$ cat src/rtl/min_int32_stream_reduce.sv
`default_nettype none
// ============================================================================
// Module   : min_int32_stream_reduce (with gt_int_nbit and min_int32 datapath)
// Purpose  : Sequential controller that streams LEN signed WIDTH-bit words
//            through one shared min datapath and returns the minimum value
//            together with the index of its first occurrence.
// Ports    : clk, rst_n            - rising-edge clock, async active-low reset
//            start, len            - request a reduction of len words (IDLE only)
//            busy                  - high while accumulating or holding a result
//            in_valid/in_ready     - element stream handshake, in_data payload
//            res_valid/res_ready   - result handshake
//            res_min/res_idx       - minimum value and its first index
//            res_empty             - the reduction had len == 0
// Revision : 1.0 - initial release
// ============================================================================

// ----------------------------------------------------------------------------
// gt_int_nbit: signed greater-than, a > b, two's complement operands.
// ----------------------------------------------------------------------------
module gt_int_nbit #(
  parameter int WIDTH     = 32,
  parameter int IMPL_TYPE = 0
) (
  input  logic [WIDTH-1:0] a,
  input  logic [WIDTH-1:0] b,
  output logic             gt
);
  generate
    if (IMPL_TYPE == 0) begin : g_signed
      assign gt = $signed(a) > $signed(b);
    end else begin : g_offset
      // Flipping the sign bit maps two's complement onto offset binary,
      // where an unsigned compare gives the signed ordering.
      logic [WIDTH-1:0] a_off;
      logic [WIDTH-1:0] b_off;
      assign a_off = {~a[WIDTH-1], a[WIDTH-2:0]};
      assign b_off = {~b[WIDTH-1], b[WIDTH-2:0]};
      assign gt    = a_off > b_off;
    end
  endgenerate
endmodule

// ----------------------------------------------------------------------------
// min_int32: combinational signed minimum; exposes the compare result so the
// controller can decide whether the index moves.
// ----------------------------------------------------------------------------
module min_int32 #(
  parameter int WIDTH     = 32,
  parameter int IMPL_TYPE = 0
) (
  input  logic [WIDTH-1:0] a,
  input  logic [WIDTH-1:0] b,
  output logic [WIDTH-1:0] min_val,
  output logic             a_gt_b
);
  gt_int_nbit #(
    .WIDTH     (WIDTH),
    .IMPL_TYPE (IMPL_TYPE)
  ) u_gt (
    .a  (a),
    .b  (b),
    .gt (a_gt_b)
  );

  // On a tie a is kept, which preserves the earlier index upstream.
  assign min_val = a_gt_b ? b : a;
endmodule

// ----------------------------------------------------------------------------
// min_int32_stream_reduce: top-level controller.
// ----------------------------------------------------------------------------
module min_int32_stream_reduce #(
  parameter int WIDTH     = 32,
  parameter int IMPL_TYPE = 0,
  parameter int CNT_WIDTH = 16
) (
  input  logic                 clk,
  input  logic                 rst_n,
  input  logic                 start,
  input  logic [CNT_WIDTH-1:0] len,
  output logic                 busy,
  input  logic                 in_valid,
  output logic                 in_ready,
  input  logic [WIDTH-1:0]     in_data,
  output logic                 res_valid,
  input  logic                 res_ready,
  output logic [WIDTH-1:0]     res_min,
  output logic [CNT_WIDTH-1:0] res_idx,
  output logic                 res_empty
);

  localparam logic [WIDTH-1:0]     MOST_POS = {1'b0, {(WIDTH-1){1'b1}}};
  localparam logic [CNT_WIDTH-1:0] CNT_ZERO = '0;
  localparam logic [CNT_WIDTH-1:0] CNT_ONE  = {{(CNT_WIDTH-1){1'b0}}, 1'b1};

  typedef enum logic [1:0] {
    IDLE  = 2'd0,
    ACCUM = 2'd1,
    DONE  = 2'd2
  } state_t;

  state_t               state;
  logic [CNT_WIDTH-1:0] len_q;
  logic [CNT_WIDTH-1:0] cnt;
  logic [CNT_WIDTH-1:0] idx;
  logic [WIDTH-1:0]     acc;

  logic [WIDTH-1:0]     min_val;
  logic                 acc_gt_data;
  logic                 xfer;
  logic                 last;

  min_int32 #(
    .WIDTH     (WIDTH),
    .IMPL_TYPE (IMPL_TYPE)
  ) u_min (
    .a       (acc),
    .b       (in_data),
    .min_val (min_val),
    .a_gt_b  (acc_gt_data)
  );

  // in_ready is high exactly while in ACCUM, so this is the transfer strobe.
  assign xfer = in_valid & in_ready;
  // len_q is never zero in ACCUM, so len_q-1 cannot underflow; comparing
  // against len_q-1 also keeps cnt from wrapping at the maximum length.
  assign last = (cnt == (len_q - CNT_ONE));

  assign res_min = acc;
  assign res_idx = idx;

  always_ff @(posedge clk or negedge rst_n) begin
    if (!rst_n) begin
      state     <= IDLE;
      len_q     <= CNT_ZERO;
      cnt       <= CNT_ZERO;
      idx       <= CNT_ZERO;
      acc       <= '0;
      busy      <= 1'b0;
      in_ready  <= 1'b0;
      res_valid <= 1'b0;
      res_empty <= 1'b0;
    end else begin
      case (state)
        IDLE: begin
          if (start) begin
            len_q     <= len;
            cnt       <= CNT_ZERO;
            idx       <= CNT_ZERO;
            acc       <= MOST_POS;
            res_empty <= (len == CNT_ZERO);
            busy      <= 1'b1;
            if (len == CNT_ZERO) begin
              state     <= DONE;
              res_valid <= 1'b1;
            end else begin
              state    <= ACCUM;
              in_ready <= 1'b1;
            end
          end
        end

        ACCUM: begin
          if (xfer) begin
            acc <= min_val;
            // The first element always claims the index so that data equal
            // to the initial accumulator still reports a real position.
            if ((cnt == CNT_ZERO) || acc_gt_data) begin
              idx <= cnt;
            end
            cnt <= cnt + CNT_ONE;
            if (last) begin
              state     <= DONE;
              in_ready  <= 1'b0;
              res_valid <= 1'b1;
            end
          end
        end

        DONE: begin
          if (res_ready) begin
            state     <= IDLE;
            res_valid <= 1'b0;
            busy      <= 1'b0;
          end
        end

        default: begin
          state     <= IDLE;
          busy      <= 1'b0;
          in_ready  <= 1'b0;
          res_valid <= 1'b0;
        end
      endcase
    end
  end

endmodule
`default_nettype wire
$ cat config.mk
export PLATFORM = sky130hd
export DESIGN_NAME = min_int32_stream_reduce
export DESIGN_NICKNAME = d
export VERILOG_FILES = /design/src/rtl/min_int32_stream_reduce.sv
export SDC_FILE = /design/constraint.sdc
export NUM_CORES = 1
export LEC_CHECK = 0
export BUFFER_PORTS_ARGS = -buffer_cell sky130_fd_sc_hd__buf_2
export CAP_MARGIN = 20
export CORE_MARGIN = 4
export CORE_UTILIZATION = 29
export DETAILED_ROUTE_END_ITERATION = 10
export PLACE_DENSITY = 0.58
export SYNTH_ARGS = -nofsm -noshare
export SYNTH_HDL_FRONTEND = slang
export SYNTH_SLANG_ARGS = --single-unit
$ cat constraint.sdc
create_clock -name clk -period 3.5 [get_ports clk]
set_input_delay 0.7 -clock clk [delete_from_list [all_inputs] [get_ports clk]]
set_output_delay 0.7 -clock clk [all_outputs]
set_load 0.05 [all_outputs]
==> Word-level counts from Yosys, hierarchy flattened <==
Index checks and enable logic that the tools add are counted.
{ "classes": {"reduce_logical": 13, "muxes": 29, "eq_ne": 11, "magnitude_cmp": 1, "add_sub_neg": 2, "bitwise_logic": 3} }
{ "ops": {"columns": ["operator", "n"], "rows": [
  ["$mux W32", 3],
  ["$mux W16", 4],
  ["$pmux W16 S2", 2],
  ["$pmux W32 S2", 1],
  ["$gt A32 B32 Y1", 1],
  ["$logic_not A16 Y1", 2],
  ["$add A16 B1 Y16 const B", 1],
  ["$eq A16 B16 Y1", 1],
  ["$ne A2 B2 Y1 const B", 8],
  ["$sub A16 B1 Y16 const B", 1],
  ["$reduce_and A4 Y1", 3],
  ["$mux W1", 10],
  ["$mux W2", 5],
  ["$reduce_and A5 Y1", 2],
  ["$pmux W1 S3", 3],
  ["$pmux W2 S3", 1],
  ["$reduce_and A3 Y1", 2],
  ["$eq A2 B1 Y1 const B", 1],
  ["$eq A2 B2 Y1 const B", 1],
  ["$logic_not A2 Y1", 1],
  ["$not A1 Y1", 2],
  ["$reduce_and A2 Y1", 1],
  ["$reduce_bool A2 Y1", 1],
  ["$and A1 B1 Y1", 1],
  ["$logic_or A1 B1 Y1", 1]
]} }
{ "totals": {"output_inout_bits": 52, "input_bits": 53, "word_cells": 68, "register_bits": 86} }

==> Depth between registers and ports, before layout <==
{ "logic_depth": {"depth_word": 5, "depth_mapped": 10, "mapped_depth_nobuf": 9} }

==> By module <==
A second synthesis with hierarchy kept.
{ "unflattened": {"cells_unflattened": 566, "area_unflattened_um2": 5429.0} }
{ "modules_own_cells": {"columns": ["mod", "cells_each", "seq_area_each_um2", "instances", "area_per_inst_um2"], "rows": [
  ["min_int32_stream_reduce", 417, 2152.1, 1, 4080.2],
  ["gt_int_nbit", 113, 0.0, 1, 804.5],
  ["min_int32", 36, 0.0, 1, 544.3]
]} }

==> Least setup slack after synthesis <==
OpenSTA, ideal clock, no wires.
{ "synth_path": {"kind": "input port to flip-flop", "start": "input in_data[21]", "end": "register idx[12] (netlist: res_idx[12])", "required_time_ps": 3379, "setup_ps": 121, "setup_slack_ps": 647, "path_stages": 10, "n_path_buf": 1, "arrival_ps": 2732, "cell_sequence": "inv_1 > ha_1 > a211oi_1 > o21ai_1 > o211ai_1 > mux2_2 > a31oi_2 > a21oi_1 > clkbuf_1 > a22o_1"} }
{ "synth_via": {"elab_chain_cells": 4} }
{ "synth_lines": {"columns": ["item", "line", "source"], "rows": [
  ["from (decl)", "84", "input logic [WIDTH-1:0] in_data,"],
  ["$gt A32 B32 Y1", "30", "assign gt = $signed(a) > $signed(b);"],
  ["$logic_or A1 B1 Y1", "168", "if ((cnt == CNT_ZERO) || acc_gt_data) begin"],
  ["$ne A2 B2 Y1 (no source line)", null, null],
  ["$reduce_and A4 Y1 (no source line)", null, null],
  ["to (signal assigned)", "169", "idx <= cnt;"],
  ["to (decl)", "105", "logic [CNT_WIDTH-1:0] idx;"]
]} }
Every way passes these cells.
A chain may end at the register's enable or synchronous reset.

==> Final worst setup path <==
{ "layout_path": {"start": "register len_q[0]", "end": "register state[1]"} }
{ "layout_via": {"elab_chain_cells": 4} }
{ "layout_lines": {"columns": ["item", "line", "source"], "rows": [
  ["from (decl)", "103", "logic [CNT_WIDTH-1:0] len_q;"],
  ["from (signal assigned)", "147", "len_q <= len;"],
  ["$sub A16 B1 Y16", "127", "assign last = (cnt == (len_q - CNT_ONE));"],
  ["$eq A16 B16 Y1", "127", null],
  ["$ne A2 B2 Y1 (no source line)", null, null],
  ["$reduce_and A4 Y1 (no source line)", null, null],
  ["to (signal assigned)", "134", "state <= IDLE;"],
  ["to (signal assigned)", "154", "state <= DONE;"],
  ["to (signal assigned)", "157", "state <= ACCUM;"],
  ["to (decl)", "102", "state_t state;"]
]} }
Every way passes these cells.

==> impl_metrics.tcl <==
set metrics [dict create \
    cp.required_ns 3.78 \
    hold_violations 0 \
    core_area_sq_um 16500 \
    ant_nets 0 \
    endpoint_kind "flop" \
    yosys_most_used_dff "dfrtp_1" \
    clk_pin_slew_ns 0.06 \
    finalMaxSlewViolations 0 \
    synth_nets 584 \
    yosysSeqAreaShare 0.443 \
    drc 0 \
    outcome "completed" \
    synth_compound_area_frac 0.174 \
    avgSynthCellArea_sq_um 9.81 \
    synth_mux_area_frac 0.00643 \
    crit_chain "inv_1 -> ha_1 -> or3b_4 -> a2111oi_0 -> nand4_2 -> a2111o_1 -> a211oi_2 -> a221o_1" \
    synth.distinct_cells 58 \
    tns_ns 0 \
    via_count 4085 \
    rrSetupSlack_ns 0.47 \
    ys_warn_count 0 \
    crit_family "compound AO/OA/AOI/OAI gates" \
    start_kind "flop" \
    cts_root_buf "clkbuf_16" \
    portBuffers 104 \
    clock_latency_ns 0.35 \
    worst-r2r-cell-count 8 \
    gp_congestion 0.807 \
    powerDensity_nw_per_um2 926 \
    power_mw 5.46 \
    critical_path_class "reg2reg" \
    cts_tree "yes" \
    drv_cap 0 \
    r2r-start "len_q[0]" \
    fin_crit_sh 0.866 \
    die-area_sq_um 18900 \
    synth-xor-area-share 0.0612 \
    synth-simple-area-share 0.172 \
    overflow 0 \
    synth_area_leader_cell "dfrtp_1" \
    max_stage_delay_ns 0.67 \
    max_slew_margin 0.485 \
    vdd_drop_max_mv 0.439 \
    synth_most_common_cell "dfrtp_1" \
    ys_ff_latch 86 \
    diodes 0 \
    via_per_inst 4.99 \
    cts-resized-gates 0 \
    grt_pass1_vias 4239 \
    hpwl_um 9570 \
    synth_top_family_by_area "compound AO/OA/AOI/OAI gates" \
    hold_class "in2async" \
    postRouteWirelength_um 12600 \
    crit_buf_inv 1 \
    max_freq_ghz 0.330 \
    postCtsSetupRepairBufs 0 \
    yosys-top-cells-area "dfrtp_1, ha_1, a2bb2oi_1" \
    syn2layout_area_growth_pct 21.2 \
    antenna_found_initial 1 \
    cts.sinks 86 \
    synth-adder-area-share 0.0900 \
    die_x_um 138 \
    tightest_slew_ns 0.772 \
    wire_per_inst_um 15.4 \
    num_rows 47 \
    cts-htree-levels 3 \
    period_minus_slack_ns 3.03 \
    worst_r2r_endpoint "state[1]" \
    rsz0062_at_grt "no" \
    leakage_nw 2.84 \
    dr.pass1.iters 4 \
    arrival_ns 3.31 \
    synth_edf_count 0 \
    ioPinCount 105 \
    ctsHoldBuffers 0 \
    critPathMaxFanout 5 \
    nets 681 \
    ys_async_sr_fraction 1.00 \
    crit_slowest_cell "a2111oi_0" \
    gr-usage-all-layers 0.139 \
    cts_max_path_buffers 2 \
    yosysTopAreaCellShare 0.443 \
    grt_pass1_wl_um 20900 \
    cts-buffers-inserted 9 \
    grt_start_max_net_pins 61 \
    synth_cells 496 \
    layout-drive-gt1-share 0.236 \
    netlist_area_sq_um 4860 \
    dieHeight_um 138 \
    synth_common_cells "dfrtp_1, nand2_1, inv_1, ha_1, a2bb2oi_1" \
    clock-skew-final_ns 0.0112 \
    initial_utilization 0.294 \
    setup_viol 0 \
    drtIter0Drc 234 \
]
[cell usage in the layout (no fill, tap or decap), types with 14 or more instances in the layout]
master     synthesis  routed
nand2_1           61      61
ha_1              35      35
nand4_1           16      16
buf_2              4     103
nor2_1            25      24
a22o_1            16      16
o21ai_0           14      14
dfrtp_1           86      86
xor2_1            20      20
a21oi_1           15      14
xnor2_1           14      14
inv_1             44      44
a2bb2oi_1         31      31
[per-stage QoR]
stage	worst slack, ns	area (sq um)	hold WS [ns]	utilization	instances
6_report	0.468	5900	0.431	0.357	818
5_1_grt	0.282	5900	0.496	0.357	818
4_1_cts	0.519	5900	0.461	0.357	818
3_5_place_dp	0.272	5630	0.474	0.340	802
3_3_place_gp	0.320	5630	0.468	0.340	802
2_1_floorplan	0.647	4860	0.404	-	496
[worst max path at each step]
stage | start | endpoint | cells past startpoint
6_report | len_q[0] | state[1] | 8
4_1_cts | len_q[0] | state[1] | 8
3_5_place_dp | in_data[31] | res_idx[15] | 10
3_3_place_gp | in_data[15] | res_min[0] | 12
5_1_grt | len_q[0] | state[1] | 9
2_1_floorplan | in_data[21] | res_idx[12] | 10
[layer usage]
layer,vias up,share of wire,GRT usage,routed length [um]
met2,105,0.48,0.231,6000
met3,15,0.064,0.0438,804
met5,-,0.0010,0,13
li1,1975,-,-,-
met1,1988,0.45,0.175,5630
met4,2,0.012,0.0377,147
[final cells by class]
class                      instances  area [sq um]
fill                            1697         10600
multi-input combinational        341          2460
sequential                        86          2150
timing repair buffer             111           576
tap                              220           275
clock buffer                      13           250
inverter                          44           165
clock inverter                     3          20.0
[sequential cells by signal, indices dropped and copies added (netlist names)]
| name | flops |
|---|---|
| in_ready | 1 |
| res_min | 32 |
| busy | 1 |
| state | 2 |
| res_empty | 1 |
| res_idx | 16 |
| cnt | 16 |
| res_valid | 1 |
| len_q | 16 |
[logic make-up (layout without fill, tap and decap cells)]
logic type,Yosys count,in the layout
flip-flops,86,86
XOR/XNOR,34,34
adder cells (fa/ha/maj),35,35
multiplexers,3,3
AND/OR/NAND/NOR,158,158
buffers and inverters,69,171
AO/OA/AOI/OAI,111,111
[report_power, final]
group	total, mW	switching (mW)	internal [mW]
logic	2.79	1.80	0.994
registers	1.78	0.439	1.34
clock network	0.884	0.384	0.500
[worst register-to-register path, cell delays in order, from the launching register on]
cell and delay [ns]:
dfrtp_1 0.43, inv_1 0.10, ha_1 0.20, or3b_4 0.44
a2111oi_0 0.67, nand4_2 0.15, a2111o_1 0.33, a211oi_2 0.43
a221o_1 0.22
No activity file was read; power rests on OpenSTA's default activity.
